==> src/rtl/i2s_mic_capture.sv <==
// I2S master receiver for the MEMS microphone: generates bit clock and word
// select, captures the left slot and averages REDUCE_FACTOR samples to PCM.
module i2s_mic_capture #(
    parameter int CLK_FREQ      = 100_000_000,
    parameter int I2S_CLK_FREQ  = 1_500_000,
    parameter int I2S_DATA_SIZE = 24,
    parameter int DATA_OUT_SIZE = 16,
    parameter int REDUCE_FACTOR = 2
) (
    input  logic                     clk,
    input  logic                     rst_n,
    output logic                     i2s_clk,
    output logic                     i2s_ws,
    input  logic                     i2s_sd,
    output logic [DATA_OUT_SIZE-1:0] pcm_out,
    output logic                     pcm_ready
);
    localparam int HALF_DIV = CLK_FREQ / (2 * I2S_CLK_FREQ);
    localparam int DIV_W    = $clog2(HALF_DIV);
    localparam int RED_SH   = $clog2(REDUCE_FACTOR);
    localparam int ACC_W    = I2S_DATA_SIZE + RED_SH;
    localparam int CNT_W    = (RED_SH > 0) ? RED_SH : 1;
    // Averaging shift and MSB-aligned output slice folded into one shift.
    localparam int OUT_SH   = RED_SH + I2S_DATA_SIZE - DATA_OUT_SIZE;
    localparam int STAGES   = 1;

    logic [DIV_W-1:0]         div_cnt;
    logic                     div_tc;
    logic                     rise;
    logic                     fall;
    logic [5:0]               bit_cnt;
    logic                     sd_meta;
    logic                     sd_sync;
    logic [I2S_DATA_SIZE-1:0] shift_reg;
    logic                     cap;
    logic                     cap_last;
    logic [STAGES:0]          vld_pipe;
    logic signed [ACC_W-1:0]  acc;
    logic signed [ACC_W-1:0]  smp_ext;
    logic signed [ACC_W-1:0]  sum;
    logic [CNT_W-1:0]         smp_cnt;
    logic                     last_smp;
    logic [DATA_OUT_SIZE-1:0] avg_q;

    assign div_tc = (div_cnt == DIV_W'(HALF_DIV - 1));
    assign rise   = div_tc & ~i2s_clk;
    assign fall   = div_tc & i2s_clk;
    assign i2s_ws = bit_cnt[5];

    always_ff @(posedge clk) begin
        if (!rst_n) begin
            div_cnt <= '0;
            i2s_clk <= 1'b0;
            bit_cnt <= '0;
        end else begin
            if (div_tc) begin
                div_cnt <= '0;
                i2s_clk <= ~i2s_clk;
            end else begin
                div_cnt <= div_cnt + DIV_W'(1);
            end
            if (fall)
                bit_cnt <= bit_cnt + 6'd1;
        end
    end

    // Slot bit 0 is the I2S one-bit delay; right slot never matches this range.
    assign cap      = rise && (bit_cnt != 6'd0) && (bit_cnt <= 6'(I2S_DATA_SIZE));
    assign cap_last = rise && (bit_cnt == 6'(I2S_DATA_SIZE));

    always_ff @(posedge clk) begin
        if (!rst_n) begin
            sd_meta   <= 1'b0;
            sd_sync   <= 1'b0;
            shift_reg <= '0;
        end else begin
            sd_meta <= i2s_sd;
            sd_sync <= sd_meta;
            if (cap)
                shift_reg <= {shift_reg[I2S_DATA_SIZE-2:0], sd_sync};
        end
    end

    assign smp_ext  = ACC_W'($signed(shift_reg));
    assign sum      = acc + smp_ext;
    assign last_smp = (smp_cnt == CNT_W'(REDUCE_FACTOR - 1));

    always_ff @(posedge clk) begin
        if (!rst_n) begin
            vld_pipe  <= '0;
            acc       <= '0;
            smp_cnt   <= '0;
            avg_q     <= '0;
            pcm_out   <= '0;
            pcm_ready <= 1'b0;
        end else begin
            vld_pipe <= {vld_pipe[0] & last_smp, cap_last};
            if (vld_pipe[0]) begin
                if (last_smp) begin
                    avg_q   <= DATA_OUT_SIZE'(sum >>> OUT_SH);
                    acc     <= '0;
                    smp_cnt <= '0;
                end else begin
                    acc     <= sum;
                    smp_cnt <= smp_cnt + CNT_W'(1);
                end
            end
            pcm_ready <= vld_pipe[STAGES];
            if (vld_pipe[STAGES])
                pcm_out <= avg_q;
        end
    end
endmodule

==> config.mk <==
export PLATFORM = sky130hd
export DESIGN_NAME = i2s_mic_capture
export DESIGN_NICKNAME = d
export VERILOG_FILES = /design/src/rtl/i2s_mic_capture.sv
export SDC_FILE = /design/constraint.sdc
export NUM_CORES = 1
export LEC_CHECK = 0
export ABC_CLOCK_PERIOD_IN_PS = 4700
export CORE_ASPECT_RATIO = 1.1
export CORE_MARGIN = 1
export CORE_UTILIZATION = 60
export CTS_CLUSTER_DIAMETER = 60
export DETAILED_ROUTE_END_ITERATION = 6
export GPL_TIMING_DRIVEN = 0
export PLACE_DENSITY = 0.87
export SYNTH_ARGS = -nofsm -noshare
export SYNTH_HDL_FRONTEND = slang
export SYNTH_SLANG_ARGS = --single-unit
==> constraint.sdc <==
create_clock -name clk -period 4.7 [get_ports clk]
set_clock_uncertainty 0.2 [all_clocks]
set_input_delay 0.705 -clock clk [delete_from_list [all_inputs] [get_ports clk]]
set_output_delay 0.705 -clock clk [all_outputs]
set_load 0.1 [all_outputs]
# --- Yosys cells after proc, flatten, opt, wreduce, memory -nomap -nowiden ---
# Index checks and enable logic that the tools add are counted.
totals:
  regBits: 100
  input_bits: 3
op_classes:
  magnitude_cmp: 1
  n_eq_ne: 2
  bitwise_logic: 5
  addsub: 4
  n_reduce_logical: 6
  muxes: 2
ops:
  columns: ["cell", "count"]
  rows:
  - ["$add 25x24->25", 1]
  - ["$mux 25", 1]
  - ["$add 6x1->6 const B", 2]
  - ["$eq 6x5->1 const B", 1]
  - ["$eq 6x6->1 const B", 1]
  - ["$le 6x5->1 const B", 1]
  - ["$reduce_bool 6->1", 1]
  - ["$and 1x1->1", 3]
  - ["$logic_and 1x1->1", 3]
  - ["$not 1->1", 2]
  - ["$reduce_and 2->1", 1]
  - ["$reduce_or 2->1", 1]
  - ["$add 1x1->1 const B", 1]
  - ["$mux 1", 1]

# --- Logic depth before layout (Yosys ltp) ---
# Gate-level depths: netlist of run 1.
logic_depth:
  word_depth: 4
  ltp_mapped: 10
  ltp_nobuf: 10

# --- Worst setup path before layout of run 1 ---
# Ideal clock, no wire load.
synth_path:
  kind: "register -> register"
  from: "register shift_reg[0]"
  to: "register acc[22]"
  required_time_ns: 4.383
  path_stages_with_launch: 11
  t_arrival_ns: 2.130
  path_slack_ns: 2.252
  synth_period_minus_slack_ns: 2.448
  cell_sequence: "dfxtp_1 -> ha_1 -> inv_1 -> fa_1 -> nand2b_1 -> a21oi_1 -> o21ai_0 -> a211oi_1 -> o2111ai_1 -> mux2i_1 -> nand2_1"
synth_via:
  elab_chain_cells: 2
synth_rtl:
  columns: ["element", "line_no", "source"]
  rows:
  - ["from (decl)", "34", "logic [I2S_DATA_SIZE-1:0] shift_reg;"]
  - ["from (signal assigned)", "80", "shift_reg <= {shift_reg[I2S_DATA_SIZE-2:0], sd_sync};"]
  - ["$add 25x24->25", "85", "assign sum = acc + smp_ext;"]
  - ["$mux 25", "99", "if (last_smp) begin"]
  - ["to (signal assigned)", "104", "acc <= sum;"]
  - ["to (decl)", "38", "logic signed [ACC_W-1:0] acc;"]
# No other way between the ends.
# A chain may end at the register's enable or synchronous reset.

# --- Worst setup path in the final report of run 1 ---
layout_path:
  from: "register shift_reg[0]"
  to: "register acc[20]"
# Same word-level chain as after synthesis.

==> results.md, run 1 <==
- The clock buffer count from CTS is 9.
- The number of pins with negative max-slew slack in the final report was 0.
- Buffers placed on the I/O ports in this run total 20.
- The tightest hold margin is around 0.25 ns.
- Along the worst path, the maximum fanout reaches 4.
- After clock tree synthesis, the clock-pin slew on the worst setup and hold paths is about 0.1 ns.
- The first-pass iteration count of the detailed router is 6.
- The clock reaches the later pin of the worst-skew pair after ~0.37 ns.
- The die is slightly below 90 microns wide.
- The number of global-route vias before repair was ~3,800.
- The number of standard cells after synthesis is 540.
- The launch instance of the worst min-delay path is sd_meta$_SDFF_PN0_.
- The clock tree from TritonCTS is built.
- The number of nets at the end of the flow is between 600 and 700.
- The top cell types in the final layout, fill and taps aside, are dfxtp_1, nor2_1, mux2i_1, nand2_1, a21oi_1.
- Synthesis inferred 100 register bits.
- The post-synthesis instance area is 4860 sq um.
- In the synthesized netlist the async set-or-reset flop fraction comes to 0%.
- The overall global routing resource usage is about a quarter.
- The register with the most flip-flops in the layout has 25 of them.
- Yosys mapped a number of flops with a built-in enable equal to 0.
- The die extent in y is 96.4 microns.
- For this design, the CTS-stage hold fixing added 0 buffers.
- The via count is roughly 4,100.
- The number of filler instances in the final layout is 616.
- The run finished with clean final reports.
- The total number of yosys warnings is 0.
- The fraction of the yosys area taken by sequential cells is ~41%.
- The HPWL after detailed placement is 7940 microns.
- Among all stages on the critical path, the largest delay is contributed by o21bai_1.
- The setup total negative slack is 0 ns.
- The first global-routing pass estimated about 17,000 microns of wire.
- The final critical path takes up 62.4% of the cycle.
- The maximum buffer depth of the clock tree is 2.
- The H-tree was split into 3 levels.
- The initial utilization of the core area, before any placement, comes to between 60 and 70%.
- Counting every sink on the clock net gives 100.
- The final hold violation count is 0.
- The master cell of the clock root buffer is clkbuf_8.
- The combined area of the multi-input logic cells is between 2000 and 3000 sq um.
- Max-cap violations in this run came to 0.
- The worst min-delay path class is flop to flop.
- The area of the core is 7870 sq um.
- The count of unique library cells instantiated by Yosys is 47.
- For this run, the leading register cell type out of synthesis is dfxtp_1.
- The largest vdd supply drop is ~0.22 mV.
- STA classifies the critical path endpoint as a flop.
- Gates resized during post-CTS repair numbered 0.
- Setup violations remaining at the end of the flow were counted as 0.
- The total overflow left after global routing is 0.
- Setup repair after global routing left no endpoint under its margin.
- The detailed router's first-iteration violation count is 197.
- The routed design could run at a clock period as short as 2.93 ns.
- The count of nets left with antenna violations once routing finished came out at 0.
- Entering global routing, the biggest net connects 20 pins.
- The signal on the critical path passes through ha_1, inv_1, fa_1, nand2b_1, a21oi_1, o31ai_1, and3b_1, o21bai_1, xor2_1, a22o_1.
- The worst pin sits at a relative slew slack of between 10% and 20%.
- After detailed routing, the number of remaining DRC violations is 0.
- STA puts the critical path data arrival time at approximately 3.1 ns.
- The register area is 2000 sq um.
- Dividing the detail-routed wire length by the instance count gives 15.8 microns.
- After detailed routing, the number of vias per cell comes to approximately 5.9.
- The number of antenna violations at the first check in global routing is 0.
- STA classifies the critical path startpoint as a flop.
- The total wire length is about 11,000 microns.
- The power density relative to cell area is around 260 nW/um^2.
- The total inserted antenna cells is 0.
- Cells fill 68.5% of the core in the end.
- Data on the critical path is required at its endpoint by between 4 and 5 ns.
- The number of buffers inserted to repair setup after CTS is 0.
- Each instance of the synthesized netlist takes up on average around 9 sq um.
- Relative to the synthesized area, the layout overhead comes to 10.8%.
- The measured slew at the worst slew-check pin is around 1.2 ns.
- The critical path in this run is classified as flop to flop.
- The critical path starts at shift_reg[0]$_SDFFE_PN0P_.
- In this run the static leakage power is roughly 0.0021 uW.
- The initialized floorplan defines 34 standard-cell rows.
- For this design the top-level I/O count stands at 22.
- The floorplan step defined a die boundary enclosing 8470 sq um.
- Static timing analysis puts the maximum clock frequency at around 0.34 GHz.
- The largest single stage delay on the critical path is roughly 0.38 ns.
- The most common cell after layout, fill and taps aside is dfxtp_1.
- At the end of routability-driven placement, the weighted congestion stood at 0.966.
- When the netlist entered floorplanning its net count stood at around 570.
- The worst flop-to-flop path startpoint is shift_reg[0]$_SDFFE_PN0P_.
- Of the cells placed in the final design, the portion with a size suffix greater than 1 is under 10%.
worst max-delay path: cells and delay by family (launching register included):
family / cells / cell delay (ns)
fa+ha+maj: 2 / 0.55
compound gates: 4 / 1.01
buf+inv: 1 / 0.06
flops: 1 / 0.37
simple gates: 2 / 0.38
xor+xnor: 1 / 0.31
through the flow:
stage | cells | power [uW] | instance area (sq um) | setup WS [ns]
final | 684 | 1420 | 5390 | 1.77
after global placement | 668 | 899 | 5200 | 1.82
after CTS | 684 | 1420 | 5390 | 1.81
after detailed placement | 668 | 900 | 5200 | 1.76
after floorplan | 540 | 891 | 4860 | 2.25
after global routing | 684 | 1470 | 5390 | 1.63
synthesized netlist by cell type, drive strengths merged (2+ instances only):
library cell / instances / share of area [%]
dfxtp: 100 / 41
nor2: 80 / 6.2
mux2i: 44 / 9.1
nand2: 35 / 2.8
a21oi: 33 / 3.4
ha: 28 / 7.2
o21ai: 27 / 2.8
clkbuf: 21 / 1.6
inv: 16 / 1.2
xor2: 16 / 2.9
a21o: 14 / 2.2
a22o: 12 / 2.2
xnor2: 12 / 2.2
nand3: 11 / 1.1
a22oi: 9 / 1.4
nand4: 9 / 1.2
nor3: 7 / 0.72
nand2b: 6 / 0.77
o211ai: 6 / 0.93
o21a: 6 / 0.93
a31oi: 5 / 0.64
and2: 5 / 0.64
and3: 4 / 0.54
o31ai: 4 / 0.62
or3: 4 / 0.62
a211oi: 3 / 0.46
o21bai: 3 / 0.46
buf: 2 / 0.46
nor4: 2 / 0.26
or4: 2 / 0.31
cell families after synthesis:
| kind of cell | after synthesis | share of synthesized area (%) |
|---|---|---|
| and+or+nand+nor | 170 | 16.0 |
| buffers and inverters | 39 | 3.32 |
| xor gates and xnor gates | 28 | 5.04 |
| AOI/OAI and AO/OA | 130 | 17.7 |
| adders and majority gates | 29 | 7.62 |
| DFF | 100 | 41.2 |
| muxes | 44 | 9.06 |
metal layers:
layer / global-route usage [%] / up-vias / part of all wire (%)
met3: 5.35 / 49 / 5.0
met5: 0.649 / - / 0
li1: - / 1979 / -
met4: 16.3 / 0 / 4.5
met2: 46.1 / 139 / 49
met1: 30.1 / 1884 / 42
worst paths after layout:
check	depth (start not counted)	slack, ns	end
worst max register to register	10	1.77	acc[20]$_SDFFE_PN0P_
worst min-delay path	1	0.25	sd_sync$_SDFF_PN0_
worst max-delay path	10	1.77	acc[20]$_SDFFE_PN0P_
worst min register to register	1	0.25	sd_sync$_SDFF_PN0_
where the power goes:
part / internal [uW] / total (uW) / leakage, uW / switching [uW]
clock: 207 / 536 / 0.0000993 / 330
sequential: 851 / 855 / 0.000806 / 3.95
combinational: 6.65 / 26.1 / 0.00123 / 19.4
area by class of cell:
cell class	instances	area share [%]
Buffer	23	1.88
Clock buffer	9	2.30
Sequential cell	100	37.2
Timing Repair Buffer	20	3.72
Tap cell	108	2.51
Multi-Input combinational cell	401	50.1
Inverter	16	1.11
Clock inverter	7	1.25
(Power assumes the default switching activity.)
==> run 2, diff against run 1 <==
--- a/config.mk
+++ b/config.mk
@@ -5,7 +5,7 @@
 export SDC_FILE = /design/constraint.sdc
 export NUM_CORES = 1
 export LEC_CHECK = 0
-export ABC_CLOCK_PERIOD_IN_PS = 4700
+export ABC_CLOCK_PERIOD_IN_PS = 2750
 export CORE_ASPECT_RATIO = 1.1
 export CORE_MARGIN = 1
 export CORE_UTILIZATION = 60
==> constraint.sdc (replaced) <==
create_clock -name clk -period 2.75 [get_ports clk]
set_clock_uncertainty 0.2 [all_clocks]
set_input_delay 0.4125 -clock clk [delete_from_list [all_inputs] [get_ports clk]]
set_output_delay 0.4125 -clock clk [all_outputs]
set_load 0.1 [all_outputs]
==> run 2 against run 1 <==
  * Worst hold slack barely moved
  * First-iteration DRC count up 44%
  * Fmax increased by 8.6%
  * Via count is 1.2% higher
  * Core utilization increased by 0.92 points
  * Flip-flop and latch count is the same
  * Sequential power is 71% higher
  * Combinational power rose by 70%
  * Register-to-register slack got worse by 1.7 ns
  * Sequential share of layout area fell by 0.49 points
  * Clock power grew 73%
  * Setup slack got worse by 1.7 ns
  * Largest cell class unchanged
  * Largest power group unchanged
==> results.md, run 2 (synthesis results as in run 1) <==
- The beginning of the critical path is shift_reg[0]$_SDFFE_PN0P_.
- The finished cells cover 5460 sq um.
- The top-level I/O count is 22.
- In this run the power density over the cells is 446 nW/um^2.
- The number of global-route vias before repair was 3,846.
- Global routing consumed, on the met3 layer, under 10% of the routing resources.
- The maximum buffer depth of the clock tree is 2.
- Data on the critical path is required at its endpoint by approximately 2.8 ns.
- The finished layout holds ~690 standard cells, fillers aside.
- Once detail routing completed, the nets flagged for antenna violations numbered 0.
- The endpoint class of the critical path is a flop.
- The count of hold-fix buffers inserted at cts is 0.
- In the final routed layout, each cell accounts on average for around 16 microns.
- The kind of critical path is flop to flop.
- The worst relative slew slack is 21.0%.
- On the final layout, the worst hold slack is 0.248 ns.
- The remaining routing DRC violations is 0.
- The largest single stage delay on the critical path is 0.41 ns.
- Of all nets on the critical path, the largest fanout is 5.
- The analysis attributes to cell leakage a power of between 0.002 and 0.0025 uW.
- The achievable frequency is ~0.37 GHz.
- The proportion of layout cells with a drive suffix above 1 is between 6 and 7%.
- Together, buffers and inverters on the worst path number 1.
- The floorplan step defined a core boundary enclosing 7870 sq um.
- The tree built by TritonCTS fans out to 100 sinks.
- For met2 alone, demand over resource in global routing was a little under half.
- met2 is the most crowded layer.
- At the end of the flow, the number of nets in the layout was 604.
- The met1 capacity usage during global routing is between 30% and 40%.
- The worst register-to-register path begins at shift_reg[0]$_SDFFE_PN0P_.
- After the first detailed-routing iteration, the DRC count stood at approximately 280.
- STA puts the critical path data arrival time at 2.79 ns.
- The count of maximum capacitance violations is 0.
- Leaving out fill and tap cells, the most frequent cell in the layout is dfxtp_1.
- The H-tree depth is 3.
- The startpoint class of the critical path is a flop.
- In this run, placement finished with an instance count of approximately 670.
- Relative to the synthesized area, the layout overhead comes to 12.3%.
- The clock transition time at the flip-flop clock pins of the worst setup and hold paths is 0.10 ns.
- The HPWL reported at the end of detailed placement is between 7000 and 8000 microns.
- Dividing the detail-routed via count by the number of cells gives 5.98.
- In this run the clock root is driven by a clkbuf_8.
- The startpoint identified for the worst hold timing path is sd_meta$_SDFF_PN0_.
- In this design, the largest share of critical-path delay is due to compound AO/OA/AOI/OAI gates.
- The run finished with clean final reports.
- The number of pins with negative max-slew slack in the final report is 0.
- The worst-case IR drop observed on VDD is approximately 0.37 mV.
- In this run the worst hold path is classified as flop to flop.
- The register with the most flip-flops in the layout has 25 of them.
- The slowest stage of the critical path is the o31ai_1 cell.
- The number of filler instances in the final layout is 592.
- The number of antenna violations at the first check in global routing is 0.
- The top cell types in the final layout, fill and taps aside, are dfxtp_1, nor2_1, mux2i_1, nand2_1, a21oi_1.
- The final hold violation count is 0.
- Summed over all layers, the global routing overflow is 0.
- Wires add up to ~11,000 microns.
- The width of the die is 87.8 microns.
- The total inserted antenna cells is 0.
- After detailed placement, the total cell area comes to roughly 5200 sq um.
- TritonCTS built the clock tree.
- The fraction of the cycle the final worst path needs is 98.2%.
- The number of endpoints failing setup at the final stage is 0.
- The first-pass iteration count of the detailed router is 6.
- Once layout is complete, the utilization of the core stands at 69.4%.
- The later pin in the worst-skew pair is clocked with a latency of about 0.38 ns.
- The floorplan step set the die height to 96.4 microns.
- The minimum clock period after layout is 2.70 ns.
- The clock buffer count from CTS is 9.
- The routed layout has around 4,100 vias.
- The overall global routing resource usage is a little over a quarter.
- Setup repair after global routing could not meet its margin everywhere.
- The die covers between 8000 and 9000 sq um.
- The largest net degree at the start of global routing is 20.
- Walking the worst path, the cells encountered are ha_1, inv_1, fa_1, nand2b_1, a21oi_2, o31ai_1, nand2_1, a21oi_4, xnor2_1, a22o_1.
- The measured slew at the worst slew-check pin is roughly 1.2 ns.
- The number of buffer cells added on primary ports is 20.
- The setup total negative slack is 0 ns.
- The first global-routing pass estimated 17,300 microns of wire.
- The congestion estimate from routability-driven global placement came to just under 1.
- The initial utilization of the core area, before any placement, comes to 61.8%.
- The initialized floorplan defines 34 standard-cell rows.
run 2: changes by cell type in the layout (fill, tap and decap cells not counted), sizes merged:
cell	before	now
buf	2	3
run 2: per-layer routing:
layer / vias up / share of wire [%] / routed length [microns]
met5: - / 0 / 0
met4: 0 / 5.1 / 560
met3: 60 / 5.6 / 610
met2: 149 / 48 / 5320
met1: 1912 / 41 / 4490
li1: 1977 / - / -
run 2: metrics by stage:
stage | setup WS [ns] | power, uW
3_3_place_gp | -0.0642 | 1540
5_1_grt | -0.0509 | 2510
2_1_floorplan | 0.302 | 1520
4_1_cts | 0.0238 | 2430
3_5_place_dp | -0.120 | 1540
6_report | 0.0499 | 2430
run 2: power breakdown:
| group | total (uW) | switching (uW) | internal, uW |
|---|---|---|---|
| logic | 44.4 | 33.1 | 11.4 |
| clock network | 928 | 575 | 353 |
| registers | 1460 | 6.72 | 1450 |
| total | 2430 | 615 | 1820 |
run 2: worst register-to-register path: cells and delay by family, from the launching register on:
family / cells / cell delay (ns)
AOI/OAI and AO/OA: 4 / 1.01
xor gates and xnor gates: 1 / 0.18
adders and majority gates: 2 / 0.38
buffers and inverters: 1 / 0.07
DFF: 1 / 0.34
and+or+nand+nor: 2 / 0.42
run 2: repair_timing:
action / CTS / global route
endpoints found under the setup margin: 10 / 12
gates cloned: 0 / 0
pin swaps: 0 / 2
gates resized for setup: 4 / 10
buffers inserted: 0 / 1
run 2: final cells by class:
| class | instances | area, sq um | share of cell area [%] |
|---|---|---|---|
| inverter | 16 | 60.1 | 1.10 |
| clock buffer | 9 | 124 | 2.27 |
| clock inverter | 7 | 67.6 | 1.24 |
| buffer | 23 | 101 | 1.86 |
| multi-input combinational | 401 | 2760 | 50.6 |
| sequential | 100 | 2000 | 36.7 |
| timing repair buffer | 21 | 208 | 3.80 |
| tap | 108 | 135 | 2.47 |
run 2: worst paths after layout:
path                               end  slack, ns  cells after the start
setup / recovery  acc[16]$_SDFFE_PN0P_       0.05                     10
hold / removal      sd_sync$_SDFF_PN0_       0.25                      1
setup reg to reg  acc[16]$_SDFFE_PN0P_       0.05                     10
hold reg to reg     sd_sync$_SDFF_PN0_       0.25                      1
==> edit, RTL diff (config.mk and constraints of run 1) <==
One comparison of `bit_cnt` changes from == to >=.
--- a/src/rtl/i2s_mic_capture.sv
+++ b/src/rtl/i2s_mic_capture.sv
@@ -66,7 +66,7 @@
 
     // Slot bit 0 is the I2S one-bit delay; right slot never matches this range.
     assign cap      = rise && (bit_cnt != 6'd0) && (bit_cnt <= 6'(I2S_DATA_SIZE));
-    assign cap_last = rise && (bit_cnt == 6'(I2S_DATA_SIZE));
+    assign cap_last = rise && (bit_cnt >= 6'(I2S_DATA_SIZE));
 
     always_ff @(posedge clk) begin
         if (!rst_n) begin
Behaviour: no difference found for any inputs over 10 cycles, from zero or initial values and one cycle with rst_n low; that may be too few to reach the edited logic, so the function may still have changed.
==> edit against run 1 <==
Sequential cell count unchanged; non-clock buffer count is 5 higher; global-route usage grew 0.087 points; total power shrank 2.5%; routed wire length is 0.95% higher; cell area is 3.0% higher; area after synthesis grew 3.5%; setup slack worse by 0.15 ns.
==> edit: results <==
[outcome]
status = "complete, no violations"

[synthesis]
syn-num-nets = 575
synth_mux_area_frac = 0.0895
yosys-top-cells-area = "dfxtp_1 (40%), mux2i_1 (9.0%), ha_1 (7.0%)"
synthDistinctLibCells = 57
synthTopCellsByCount = "dfxtp_1 (100), nor2b_1 (47), mux2i_1 (45)"
synth_compound_area_frac = 0.167
syn_area_per_cell_um2 = 9.27
ys_seq_area_frac = 0.398
synth_xor_area_frac = 0.0470

[placement]
pre_cts_slack_ns = 1.75
gp_congestion = 0.972
place_area_um2 = 5380
dp_hpwl_um = 8200
numPortBuffers = 21

[global_route]
grt_use_met1 = 0.314
grt_pass1_vias = 4007
grt_pass1_wl_um = 18100
grtUsageTotal = 0.267
grtUsageMet3 = 0.0380

[worst_setup_path]
cpMaxStageDelayCell = "fa_1"

[routing]
viasPerCell = 5.98
wl_per_cell_um = 15.9
drt_iter0_markers = 248
dr.pass1.iters = 5
wl_met1_um = 4700
met2_wirelength_um = 5350

[finish]
final_nets = 607
buf_share = 0.0584
utilization = 0.694
buffers = 48
final_layout_size_suffix_gt1_frac = 0.0379
clkbuf_count = 10

[sta]
worst_pin_slew_ns = 0.974

[pwr]
p_leak_uw = 0.00232
ir_drop_mv = 0.150
[edit: final timing paths]
path | to | cells past startpoint | slack, ns
setup reg to reg | avg_q[15] | 10 | 1.61
hold reg to reg | sd_sync | 1 | 0.25
hold / removal | sd_sync | 1 | 0.25
setup / recovery | avg_q[15] | 10 | 1.61
[edit: kinds of logic after synthesis]
kind of cell / Yosys count
xor+xnor: 27
fa+ha+maj: 29
simple gates: 178
flops: 100
mux: 45
buf+inv: 42
compound gates: 122
[edit: power groups by stage]
| stage | combinational [uW] | sequential [uW] | clock, uW |
|---|---|---|---|
| final | 30.8 | 853 | 498 |
| after floorplan | 19.7 | 872 | 0 |
| after CTS | 30.6 | 853 | 504 |
| after global routing | 33.4 | 854 | 544 |
| after global placement | 29.4 | 873 | 0 |
| after detailed placement | 30.5 | 873 | 0 |
